## src/rtl/button_conditioner.sv

```systemverilog
// ----------------------------------------------------------------------------
// button_conditioner
//   Conditions the raw confirm/clear push-buttons for the top-level control FSM.
//   Each channel is a synchroniser, then a debounce FSM, then a press pulse.
//   Clear wins over confirm. A button held through reset never produces a pulse.
//
//   Ports
//     sysClk         in   system clock, rising edge
//     iRst_n         in   synchronous active-low reset
//     btn_confirm_i  in   raw confirm button (async, bouncing, active-high)
//     btn_clear_i    in   raw clear button   (async, bouncing, active-high)
//     confirm        out  one-cycle pulse on an accepted confirm press
//     clear          out  one-cycle pulse on an accepted clear press
//     confirm_level  out  debounced confirm level
//     clear_level    out  debounced clear level
// ----------------------------------------------------------------------------

// One debounce channel: synchroniser plus debounce FSM.
// pulse_d_o is the next-cycle press pulse; the top registers it after
// arbitration so the port pulse lands on the same edge the FSM enters HELD.
module button_conditioner_chan #(
   parameter int DEBOUNCE_CYCLES = 1_000_000,
   parameter int CNT_W           = 20,
   parameter int SYNC_STAGES     = 2
) (
   input  logic sysClk,
   input  logic iRst_n,
   input  logic btn_i,
   output logic pulse_d_o,
   output logic level_o
);

   typedef enum logic [2:0] {
      BOOT,
      IDLE,
      PRESS_WAIT,
      HELD,
      RELEASE_WAIT
   } state_t;

   localparam logic [CNT_W-1:0] LAST = CNT_W'(DEBOUNCE_CYCLES - 1);

   logic [SYNC_STAGES-1:0] sync_q, sync_d;
   logic [CNT_W-1:0]       cnt_q, cnt_d;
   state_t                 state_q, state_d;
   logic                   s;

   assign sync_d = {sync_q[SYNC_STAGES-2:0], btn_i};
   assign s      = sync_q[SYNC_STAGES-1];

   always_ff @(posedge sysClk) begin
      if (!iRst_n) begin
         sync_q  <= '0;
         cnt_q   <= '0;
         state_q <= BOOT;
      end else begin
         sync_q  <= sync_d;
         cnt_q   <= cnt_d;
         state_q <= state_d;
      end
   end

   always_comb begin
      state_d   = state_q;
      cnt_d     = cnt_q;
      pulse_d_o = 1'b0;
      case (state_q)
         // Arm only after a full debounce window of stable low, so a
         // button held through reset must be released first.
         BOOT: begin
            if (s) begin
               cnt_d = '0;
            end else if (cnt_q == LAST) begin
               state_d = IDLE;
               cnt_d   = '0;
            end else begin
               cnt_d = cnt_q + CNT_W'(1);
            end
         end
         IDLE: begin
            if (s) begin
               state_d = PRESS_WAIT;
               cnt_d   = '0;
            end
         end
         PRESS_WAIT: begin
            if (!s) begin
               state_d = IDLE;
               cnt_d   = '0;
            end else if (cnt_q == LAST) begin
               state_d   = HELD;
               cnt_d     = '0;
               pulse_d_o = 1'b1;
            end else begin
               cnt_d = cnt_q + CNT_W'(1);
            end
         end
         HELD: begin
            if (!s) begin
               state_d = RELEASE_WAIT;
               cnt_d   = '0;
            end
         end
         RELEASE_WAIT: begin
            if (s) begin
               state_d = HELD;
               cnt_d   = '0;
            end else if (cnt_q == LAST) begin
               state_d = IDLE;
               cnt_d   = '0;
            end else begin
               cnt_d = cnt_q + CNT_W'(1);
            end
         end
         default: begin
            state_d = BOOT;
            cnt_d   = '0;
         end
      endcase
   end

   // Decoded straight from the state register, so still glitch-free.
   assign level_o = (state_q == HELD) || (state_q == RELEASE_WAIT);

endmodule

module button_conditioner #(
   parameter int DEBOUNCE_CYCLES = 1_000_000,
   parameter int CNT_W           = 20,
   parameter int SYNC_STAGES     = 2
) (
   input  logic sysClk,
   input  logic iRst_n,
   input  logic btn_confirm_i,
   input  logic btn_clear_i,
   output logic confirm,
   output logic clear,
   output logic confirm_level,
   output logic clear_level
);

   localparam int NUM_CH = 2;
   localparam int CH_CONF = 0;
   localparam int CH_CLR  = 1;

   logic [NUM_CH-1:0] btn, pulse_d, level;
   logic              confirm_q, confirm_d;
   logic              clear_q, clear_d;

   assign btn[CH_CONF] = btn_confirm_i;
   assign btn[CH_CLR]  = btn_clear_i;

   for (genvar g = 0; g < NUM_CH; g++) begin : g_ch
      button_conditioner_chan #(
         .DEBOUNCE_CYCLES (DEBOUNCE_CYCLES),
         .CNT_W           (CNT_W),
         .SYNC_STAGES     (SYNC_STAGES)
      ) u_chan (
         .sysClk    (sysClk),
         .iRst_n    (iRst_n),
         .btn_i     (btn[g]),
         .pulse_d_o (pulse_d[g]),
         .level_o   (level[g])
      );
   end

   // Confirm is dropped, not deferred, when clear fires on the same edge or
   // clear is already held; the two pulses are therefore mutually exclusive.
   assign clear_d   = pulse_d[CH_CLR];
   assign confirm_d = pulse_d[CH_CONF] & ~pulse_d[CH_CLR] & ~level[CH_CLR];

   always_ff @(posedge sysClk) begin
      if (!iRst_n) begin
         confirm_q <= 1'b0;
         clear_q   <= 1'b0;
      end else begin
         confirm_q <= confirm_d;
         clear_q   <= clear_d;
      end
   end

   assign confirm       = confirm_q;
   assign clear         = clear_q;
   assign confirm_level = level[CH_CONF];
   assign clear_level   = level[CH_CLR];

endmodule

```

## config.mk

```make
export PLATFORM = sky130hd
export DESIGN_NAME = button_conditioner
export DESIGN_NICKNAME = d
export VERILOG_FILES = /design/src/rtl/button_conditioner.sv
export SDC_FILE = /design/constraint.sdc
export NUM_CORES = 1
export LEC_CHECK = 0
export ABC_AREA = 1
export ABC_CLOCK_PERIOD_IN_PS = 1400
export CAP_MARGIN = 20
export CORE_ASPECT_RATIO = 1.4
export CORE_MARGIN = 4
export CORE_UTILIZATION = 58
export CTS_BUF_LIST = sky130_fd_sc_hd__clkbuf_4
export CTS_CLUSTER_DIAMETER = 100
export CTS_CLUSTER_SIZE = 20
export DETAILED_ROUTE_END_ITERATION = 12
export GPL_ROUTABILITY_DRIVEN = 1
export PLACE_DENSITY = 0.78
export SLEW_MARGIN = 20
export SYNTH_ARGS = -nofsm -noshare
export SYNTH_HDL_FRONTEND = slang
export SYNTH_HIERARCHICAL = 1
export SYNTH_SLANG_ARGS = --single-unit
```

## constraint.sdc

```tcl
create_clock -name sysClk -period 1.4 [get_ports sysClk]
set_input_delay 0.42 -clock sysClk [delete_from_list [all_inputs] [get_ports sysClk]]
set_output_delay 0.42 -clock sysClk [all_outputs]
set_load 0.01 [all_outputs]
```

==> metrics.csv, run 1 <==
stage,metric,value,unit
outcome,outcome,stopped before the end,
outcome,lastStage,global routing (5_1_grt),
outcome,error,[ERROR GRT-0232] Routing congestion too high. Check the congestion heatmap in the GUI.,
synth,synthDominantCellAreaShare,32.8,%
timing,grt_worst_setup_endpoint,g_ch[1].u_chan/cnt_q[12]$_SDFFE_PN0P_/D,
synth,syn_avg_cell_area,6.56,um2
clock_tree,cts-root-buf,clkbuf_4,
synth,netlist_top_cells_count,"nand2_1 (114), inv_1 (73), nor2_1 (53)",
floorplan,start_util,60.6,%
synth,syn_nets,490,
synth,synth-edff-count,0,
grt,grt_overflow,3,
clock_tree,clock_sinks,52,
place,dp.final_hpwl,6650,um
place,portBuffers,7,
synth,synth_cell_types,36,
synth,ys.warnings.count,6,
place,dpl_worst_slack,-0.377,ns
timing,worst-ep-kind,register input,
grt,grt_max_degree,16,
synth,ys_ff_latch,52,
synth,synth_most_common_cell,nand2_1,
grt,grt_usage,61.8,%
clock_tree,cts.htree.levels,2,
floorplan,die_w,70.5,um
synth,ys_async_sr_fraction,0,%
place,routabilityCongestion,0.914,
floorplan,num_rows,31,
clock_tree,cts-buffers-inserted,5,
synth,syn-cell-area,3170,um2
synth,yosys.area.top_type,dfxtp_1,
floorplan,die-height,95.5,um
floorplan,io_pins,8,
synth,synthFlopType,dfxtp_1,
synth,synth-seq-area-share,32.8,%
synth,ys_top_cells_by_area,"dfxtp_1 (33%), nand2_1 (13%), inv_1 (8.6%)",
synth,netlist_instances,484,
clock_tree,cts_buffer_depth,2,
place,place_area,4090,um2
per-stage QoR:
| step | setup TNS, ns | instances | utilization (%) |
|---|---|---|---|
| 3_3_place_gp | -6.72 | 649 | 78.0 |
| 2_1_floorplan | -0.0857 | 484 | - |
| 3_5_place_dp | -8.38 | 649 | 78.0 |
| 4_1_cts | -5.76 | 672 | 87.6 |
cell families after synthesis:
logic type      share of synthesized area, %
flops                                   32.8
compound gates                          8.64
buf+inv                                 12.3
xor+xnor                                3.31
simple gates                            42.1
fa+ha+maj                              0.789
layer usage:
metal | track usage, % | overflow
met5 | 3.17 | 0
met4 | 67.4 | 3
met3 | 37.4 | 0
met2 | 88.4 | 0
met1 | 57.1 | 0
timing repair:
| action | in CTS |
|---|---|
| gates cloned | 2 |
| pin swaps | 42 |
| setup endpoints to repair | 50 |
| hold buffers | 0 |
| resized for setup | 109 |
| setup buffers | 13 |
==> run 2: changes to the inputs <==
==> config.mk (replaced) <==
export PLATFORM = sky130hd
export DESIGN_NAME = button_conditioner
export DESIGN_NICKNAME = d
export VERILOG_FILES = /design/src/rtl/button_conditioner.sv
export SDC_FILE = /design/constraint.sdc
export NUM_CORES = 1
export LEC_CHECK = 0
export ABC_AREA = 1
export ABC_CLOCK_PERIOD_IN_PS = 1820
export CAP_MARGIN = 20
export CORE_MARGIN = 4
export CORE_UTILIZATION = 40
export DETAILED_ROUTE_END_ITERATION = 12
export GPL_ROUTABILITY_DRIVEN = 1
export PLACE_DENSITY_LB_ADDON = 0.15
export SLEW_MARGIN = 20
export SYNTH_ARGS = -nofsm -noshare
export SYNTH_HDL_FRONTEND = slang
export SYNTH_HIERARCHICAL = 1
export SYNTH_SLANG_ARGS = --single-unit
==> constraint.sdc (replaced) <==
create_clock -name sysClk -period 1.82 [get_ports sysClk]
set_input_delay 0.546 -clock sysClk [delete_from_list [all_inputs] [get_ports sysClk]]
set_output_delay 0.546 -clock sysClk [all_outputs]
set_load 0.01 [all_outputs]
==> run 2 against run 1 <==
  * The run now ends clean
  * Synthesized cell count unchanged
  * Area after synthesis unchanged
==> metrics.csv, run 2 <==
stage,metric,value,unit
grt,grt_usage,15.6,%
setup_path,cp_max_fo,3,
finish,largest_reg_flops,40,
finish,layout_common_cells,"nand2_1 (113), inv_1 (73), nor2_1 (52), dfxtp_1 (48), nand3_1 (45)",
hold_path,hold_path.class,register to register,
route,drt-total-wl,7180,um
synth,netlist_instances,484,
floorplan,start_util,41.1,%
grt,grt_pass1_wl,12500,um
route,vias,3001,
place,routabilityCongestion,0.884,
finish,n_antenna_cell,0,
clock_tree,cts_tree,yes,
setup_path,rrSetupSlack,0.15,ns
route,dr.pass1.iters,5,
synth,netlist_top_cells_count,"nand2_1 (114), inv_1 (73), nor2_1 (53)",
timing,hold_slack,0.426,ns
clock_tree,insertion_delay,0.31,ns
finish,final_common_cell,nand2_1,
timing,setup_viol,0,
place,portBuffers,7,
pwr,internal_power,1.56,mW
finish,syn2layout_area_growth,13.7,%
route,ant_nets,0,
setup_path,end_kind,output pin,
synth,synth_most_common_cell,nand2_1,
clock_tree,cts.htree.levels,2,
route,viasPerCell,4.86,
timing,fin_crit_sh,95.7,%
timing,maxSlewViolCount,0,
clock_tree,clock_sinks,52,
timing,tightestPinTransition,0.411,ns
clock_tree,cts-root-buf,clkbuf_8,
place,placed_cells,603,
pwr,power.density,604,nW/um2
synth,ys_ff_latch,52,
finish,largestRegisters,"g_ch.u_chan/cnt_q (40), g_ch.u_chan/state_q (6), g_ch.u_chan/sync_q (4)",
pwr,p_leak,1.59,nW
floorplan,die_w,97.1,um
synth,syn-cell-area,3170,um2
grt,grt_overflow,0,
synth,synthDominantCellAreaShare,32.8,%
timing,fin_setup_tns,0,ns
synth,synthFlopType,dfxtp_1,
route,routedWlPerCell,11.6,um
synth,ys_async_sr_fraction,0,%
pwr,clock_power_share,31.2,%
setup_path,required,1.27,ns
clock_tree,cts-buffers-inserted,5,
place,dp.final_hpwl,5400,um
setup_path,arrival,1.20,ns
grt,grt_max_degree,17,
clock_tree,hold_buffers,0,
setup_path,criticalPathCategory,register to output pin,
floorplan,io_pins,8,
route,drt_iter0_drc,95,
synth,synth_cell_types,36,
floorplan,coreArea,7730,um2
floorplan,die_area,9420,um2
pwr,p_comb_share,14.2,%
synth,syn_nets,490,
finish,drive_above_1_share,19.0,%
synth,yosys.area.top_type,dfxtp_1,
synth,synth-edff-count,0,
grt,grt_pass1_vias,2771,
finish,largest_register,g_ch.u_chan/cnt_q,
pwr,power.share.switching,28.5,%
finish,fillers,828,
timing,timing.fmax,0.574,GHz
timing,skew,0.0140,ns
route,route.detailed.drc,0,
clock_tree,cts_buffer_depth,2,
timing,finalCriticalPeriod,1.74,ns
grt,grt_antenna_before_repair,0,
pwr,switching_power,0.621,mW
flow_run,cap_violations,0,
clock_tree,clk_pin_slew_worst_paths,0.10,ns
finish,stdcell_count,618,
floorplan,die-height,97.1,um
floorplan,num_rows,32,
synth,synth-seq-area-share,32.8,%
synth,syn_avg_cell_area,6.56,um2
outcome,outcome,completed,
finish,layout.nets,521,
synth,ys_top_cells_by_area,"dfxtp_1 (33%), nand2_1 (13%), inv_1 (8.6%)",
pwr,ir_worst_vdd,338,uV
setup_path,start_kind,register,
synth,ys.warnings.count,6,
pwr,pwr-share-seq,54.6,%
timing,slew_headroom,72.5,%
timing,hold_violations,0,
-- run 2: worst max-delay path, stage by stage (launching register included) --
cell and delay (ns):
dfxtp_2 0.36, buf_4 0.12, nand3_2 0.10, o21ai_2 0.08
clkdlybuf4s15_2 0.24
-- run 2: final timing paths --
kind	startpoint	to	cells past startpoint
max	g_ch[1].u_chan/state_q[1]	clear_level	4
min	g_ch[0].u_chan/sync_q[0]	g_ch[0].u_chan/sync_q[1]	2
max reg2reg	g_ch[1].u_chan/cnt_q[0]	g_ch[1].u_chan/cnt_q[12]	11
min reg2reg	g_ch[0].u_chan/sync_q[0]	g_ch[0].u_chan/sync_q[1]	2
-- run 2: cells by family after synthesis --
logic type | Yosys count | share of synthesized area, %
and+or+nand+nor | 277 | 42.1
buffers and inverters | 96 | 12.3
AOI/OAI and AO/OA | 45 | 8.64
xor gates and xnor gates | 12 | 3.31
adders and majority gates | 2 | 0.789
DFF | 52 | 32.8
-- run 2: power by group through the flow --
stage                     Sequential (mW)  Combinational [mW]  Clock (mW)
after floorplan                      1.21               0.202           0
after global placement               1.21               0.291           0
after detailed placement             1.21               0.292           0
after CTS                            1.19               0.293       0.725
after global routing                 1.19               0.348       0.762
final                                1.19               0.309       0.680
-- run 2: layout make-up --
type                            instances  area, um2  share of cell area, %
Multi-Input combinational cell        336       1760                   48.9
Sequential cell                        52       1050                   29.0
Inverter                               89        334                   9.26
Timing Repair Buffer                   31        246                   6.83
Tap cell                              102        128                   3.54
Clock buffer                            6       72.6                   2.01
Clock inverter                          2       16.3                  0.451
-- run 2: metal layers --
metal	track usage (%)	share of wire, %	vias to the layer above
li1	-	-	1587
met1	20.6	47	1349
met2	26.1	48	55
met3	2.80	3.5	10
met4	4.54	1.5	0
met5	0	0	-
-- run 2: what timing repair did --
item / CTS / global route
cloned: 0 / 0
resized for setup: 5 / 13
setup buffers: 0 / 7
pin swaps: 0 / 3
setup endpoints to repair: 2 / 22
-- run 2: stage by stage --
stage | utilization, % | worst slack [ns] | cell area [um2] | power (mW)
floorplan | - | 0.348 | 3170 | 1.41
global placement | 44.5 | 0.0159 | 3440 | 1.50
detailed placement | 44.5 | -0.0175 | 3440 | 1.50
CTS | 45.7 | 0.00536 | 3530 | 2.20
global route | 46.7 | -0.000340 | 3610 | 2.30
finish | 46.7 | 0.0790 | 3610 | 2.18
(Power assumes the default switching activity.)
==> run 3: changes to the inputs <==
--- a/config.mk
+++ b/config.mk
@@ -12,6 +12,7 @@
 export CORE_UTILIZATION = 40
 export DETAILED_ROUTE_END_ITERATION = 12
 export GPL_ROUTABILITY_DRIVEN = 1
+export GPL_TIMING_DRIVEN = 0
 export PLACE_DENSITY_LB_ADDON = 0.15
 export SLEW_MARGIN = 20
 export SYNTH_ARGS = -nofsm -noshare
==> run 3 against run 2 <==
  * Sequential share of layout area rose by 0.30 points
  * Register-to-register slack got worse by 0.05 ns
  * Cell count fell by 2.6%
  * Largest cell class unchanged
  * Sequential power barely moved
==> metrics.csv, run 3 (same netlist as run 2, synthesis figures left out) <==
stage,metric,value,unit
outcome,outcome,completed,
finish,final_util,46.4,%
floorplan,die-height,97.1,um
floorplan,die_w,97.1,um
setup_path,cp_slowest_cell,nor4_1,
clock_tree,cts_buffer_depth,2,
clock_tree,clk_pin_slew_worst_paths,0.09,ns
finish,largest_register,g_ch.u_chan/cnt_q,
timing,fin_crit_sh,94.6,%
grt,grt_usage,15.8,%
place,dp.final_hpwl,5400,um
route,viasPerCell,4.86,
route,wl_met3,213,um
setup_path,cp-startpoint,g_ch[0].u_chan/state_q[2],
finish,fillers,804,
floorplan,coreArea,7730,um2
clock_tree,cts_tree,yes,
setup_path,r2r_cells,7,
clock_tree,insertion_delay,0.31,ns
setup_path,cpMostUsedCell,nor2_1,
route,drt-total-wl,7280,um
setup_path,start_kind,register,
hold_path,hold_path.class,register to register,
timing,finalCriticalPeriod,1.72,ns
clock_tree,cts-buffers-inserted,5,
finish,layout_common_cells,"nand2_1 (113), inv_1 (71), nor2_1 (52), dfxtp_1 (47), nand3_1 (45)",
grt,grt_pass1_vias,2762,
route,routedWlPerCell,12.1,um
finish,layout.nets,506,
floorplan,start_util,41.1,%
clock_tree,hold_buffers,0,
route,dr.pass1.iters,4,
setup_path,reg2reg_to,confirm,
clock_tree,cts-root-buf,clkbuf_8,
route,routed-wl-met2,3550,um
setup_path,required,2.07,ns
grt,grt_max_degree,16,
finish,finalInstanceArea,3580,um2
setup_path,path_buf_inv,2,
floorplan,num_rows,32,
floorplan,die_area,9420,um2
setup_path,rrSetupSlack,0.1,ns
setup_path,critPathCapture,confirm,
place,routabilityCongestion,0.865,
pwr,p_leak,1.54,nW
finish,n_antenna_cell,0,
clock_tree,clock_sinks,52,
setup_path,cp_max_fo,5,
setup_path,end_kind,register,
setup_path,cp.depth,7,
grt,grt_overflow,0,
timing,hold_slack,0.423,ns
route,ant_nets,0,
timing,setup_viol,0,
grt,grt_pass1_wl,12700,um
finish,largestRegisters,"g_ch.u_chan/cnt_q (40), g_ch.u_chan/state_q (6), g_ch.u_chan/sync_q (4)",
route,wl_met1,3470,um
pwr,ir_worst_vdd,442,uV
setup_path,criticalPathCategory,register to register,
setup_path,crit_chain,inv_2 > nand3_1 > nor2_1 > inv_1 > nor4_1 > nand2_1 > nor2_1,
clock_tree,cts.htree.levels,2,
finish,final_common_cell,nand2_1,
route,vias,2927,
flow_run,cap_violations,0,
timing,timing.fmax,0.581,GHz
setup_path,crit_family,simple AND/OR/NAND/NOR gates,
finish,multi_input_area,1810,um2
timing,hold_violations,0,
grt,grt_antenna_before_repair,0,
route,top_layer,met4,
setup_path,cp_slowest_stage_delay,0.37,ns
timing,slew_headroom,59.2,%
finish,largest_reg_flops,40,
finish,regArea,1050,um2
setup_path,timing.rr.start,g_ch[0].u_chan/state_q[2],
timing,maxSlewViolCount,0,
route,drt_iter0_drc,130,
finish,drive_above_1_share,16.8,%
timing,tightestPinTransition,0.612,ns
place,place_area,3370,um2
finish,syn2layout_area_growth,12.9,%
setup_path,arrival,1.97,ns
pwr,power,2.41,mW
pwr,power.density,674,nW/um2
floorplan,io_pins,8,
timing,skew,0.0107,ns
route,route.detailed.drc,0,
place,portBuffers,7,
## run 3: worst min path at each step
stage                        startpoint                  endpoint  slack [ns]  cells after the start
5_1_grt        g_ch[1].u_chan/sync_q[0]  g_ch[1].u_chan/sync_q[1]        0.47                      2
6_report       g_ch[0].u_chan/sync_q[0]  g_ch[0].u_chan/sync_q[1]        0.42                      2
3_3_place_gp   g_ch[0].u_chan/sync_q[0]  g_ch[0].u_chan/sync_q[1]        0.40                      2
2_1_floorplan  g_ch[1].u_chan/sync_q[0]  g_ch[1].u_chan/sync_q[1]        0.39                      2
3_5_place_dp   g_ch[1].u_chan/sync_q[0]  g_ch[1].u_chan/sync_q[1]        0.41                      2
4_1_cts        g_ch[1].u_chan/sync_q[0]  g_ch[1].u_chan/sync_q[1]        0.43                      2
## run 3: per-stage QoR
stage,setup TNS [ns],worst slack (ns),std cells
global placement,-7.99,-0.352,593
global route,-0.103,-0.0611,602
CTS,-0.0298,-0.0298,600
finish,0,0.0974,602
detailed placement,-9.55,-0.406,593
floorplan,0,0.348,484
## run 3: power by group
part	total (mW)	switching [mW]	internal, mW
Sequential	1.19	0.0262	1.17
Combinational	0.298	0.197	0.101
Clock	0.923	0.382	0.542
Total	2.41	0.605	1.81
## run 3: per-layer routing
layer | track usage, % | vias up
met2 | 27.4 | 42
met4 | 3.02 | 0
met1 | 20.4 | 1321
met3 | 3.09 | 4
li1 | - | 1560
met5 | 0 | -
## run 3: area by class of cell
| type | instances | area share [%] |
|---|---|---|
| Clock buffer | 5 | 1.92 |
| Multi-Input combinational cell | 337 | 50.6 |
| Inverter | 89 | 9.32 |
| Tap cell | 102 | 3.56 |
| Sequential cell | 52 | 29.3 |
| Clock inverter | 2 | 1.68 |
| Timing Repair Buffer | 8 | 2.03 |
| Buffer | 7 | 1.61 |
## run 3: timing repair
action	CTS	global route
pin swaps	0	5
setup endpoints to repair	12	28
setup buffers	0	1
resized for setup	12	20
gates cloned	0	1
## run 3: worst register-to-register path: stages, from the launching register on
cell and delay (ns):
dfxtp_1 0.36, inv_2 0.11, nand3_1 0.14, nor2_1 0.34
inv_1 0.15, nor4_1 0.37, nand2_1 0.10, nor2_1 0.11
==> run 4: changes to the inputs <==
--- a/config.mk
+++ b/config.mk
@@ -13,6 +13,7 @@
 export DETAILED_ROUTE_END_ITERATION = 12
 export GPL_ROUTABILITY_DRIVEN = 1
 export GPL_TIMING_DRIVEN = 0
+export HOLD_SLACK_MARGIN = 0.03
 export PLACE_DENSITY_LB_ADDON = 0.15
 export SLEW_MARGIN = 20
 export SYNTH_ARGS = -nofsm -noshare
==> results of run 4 <==
Final layout, timing and power as in run 3 (identical DEF).
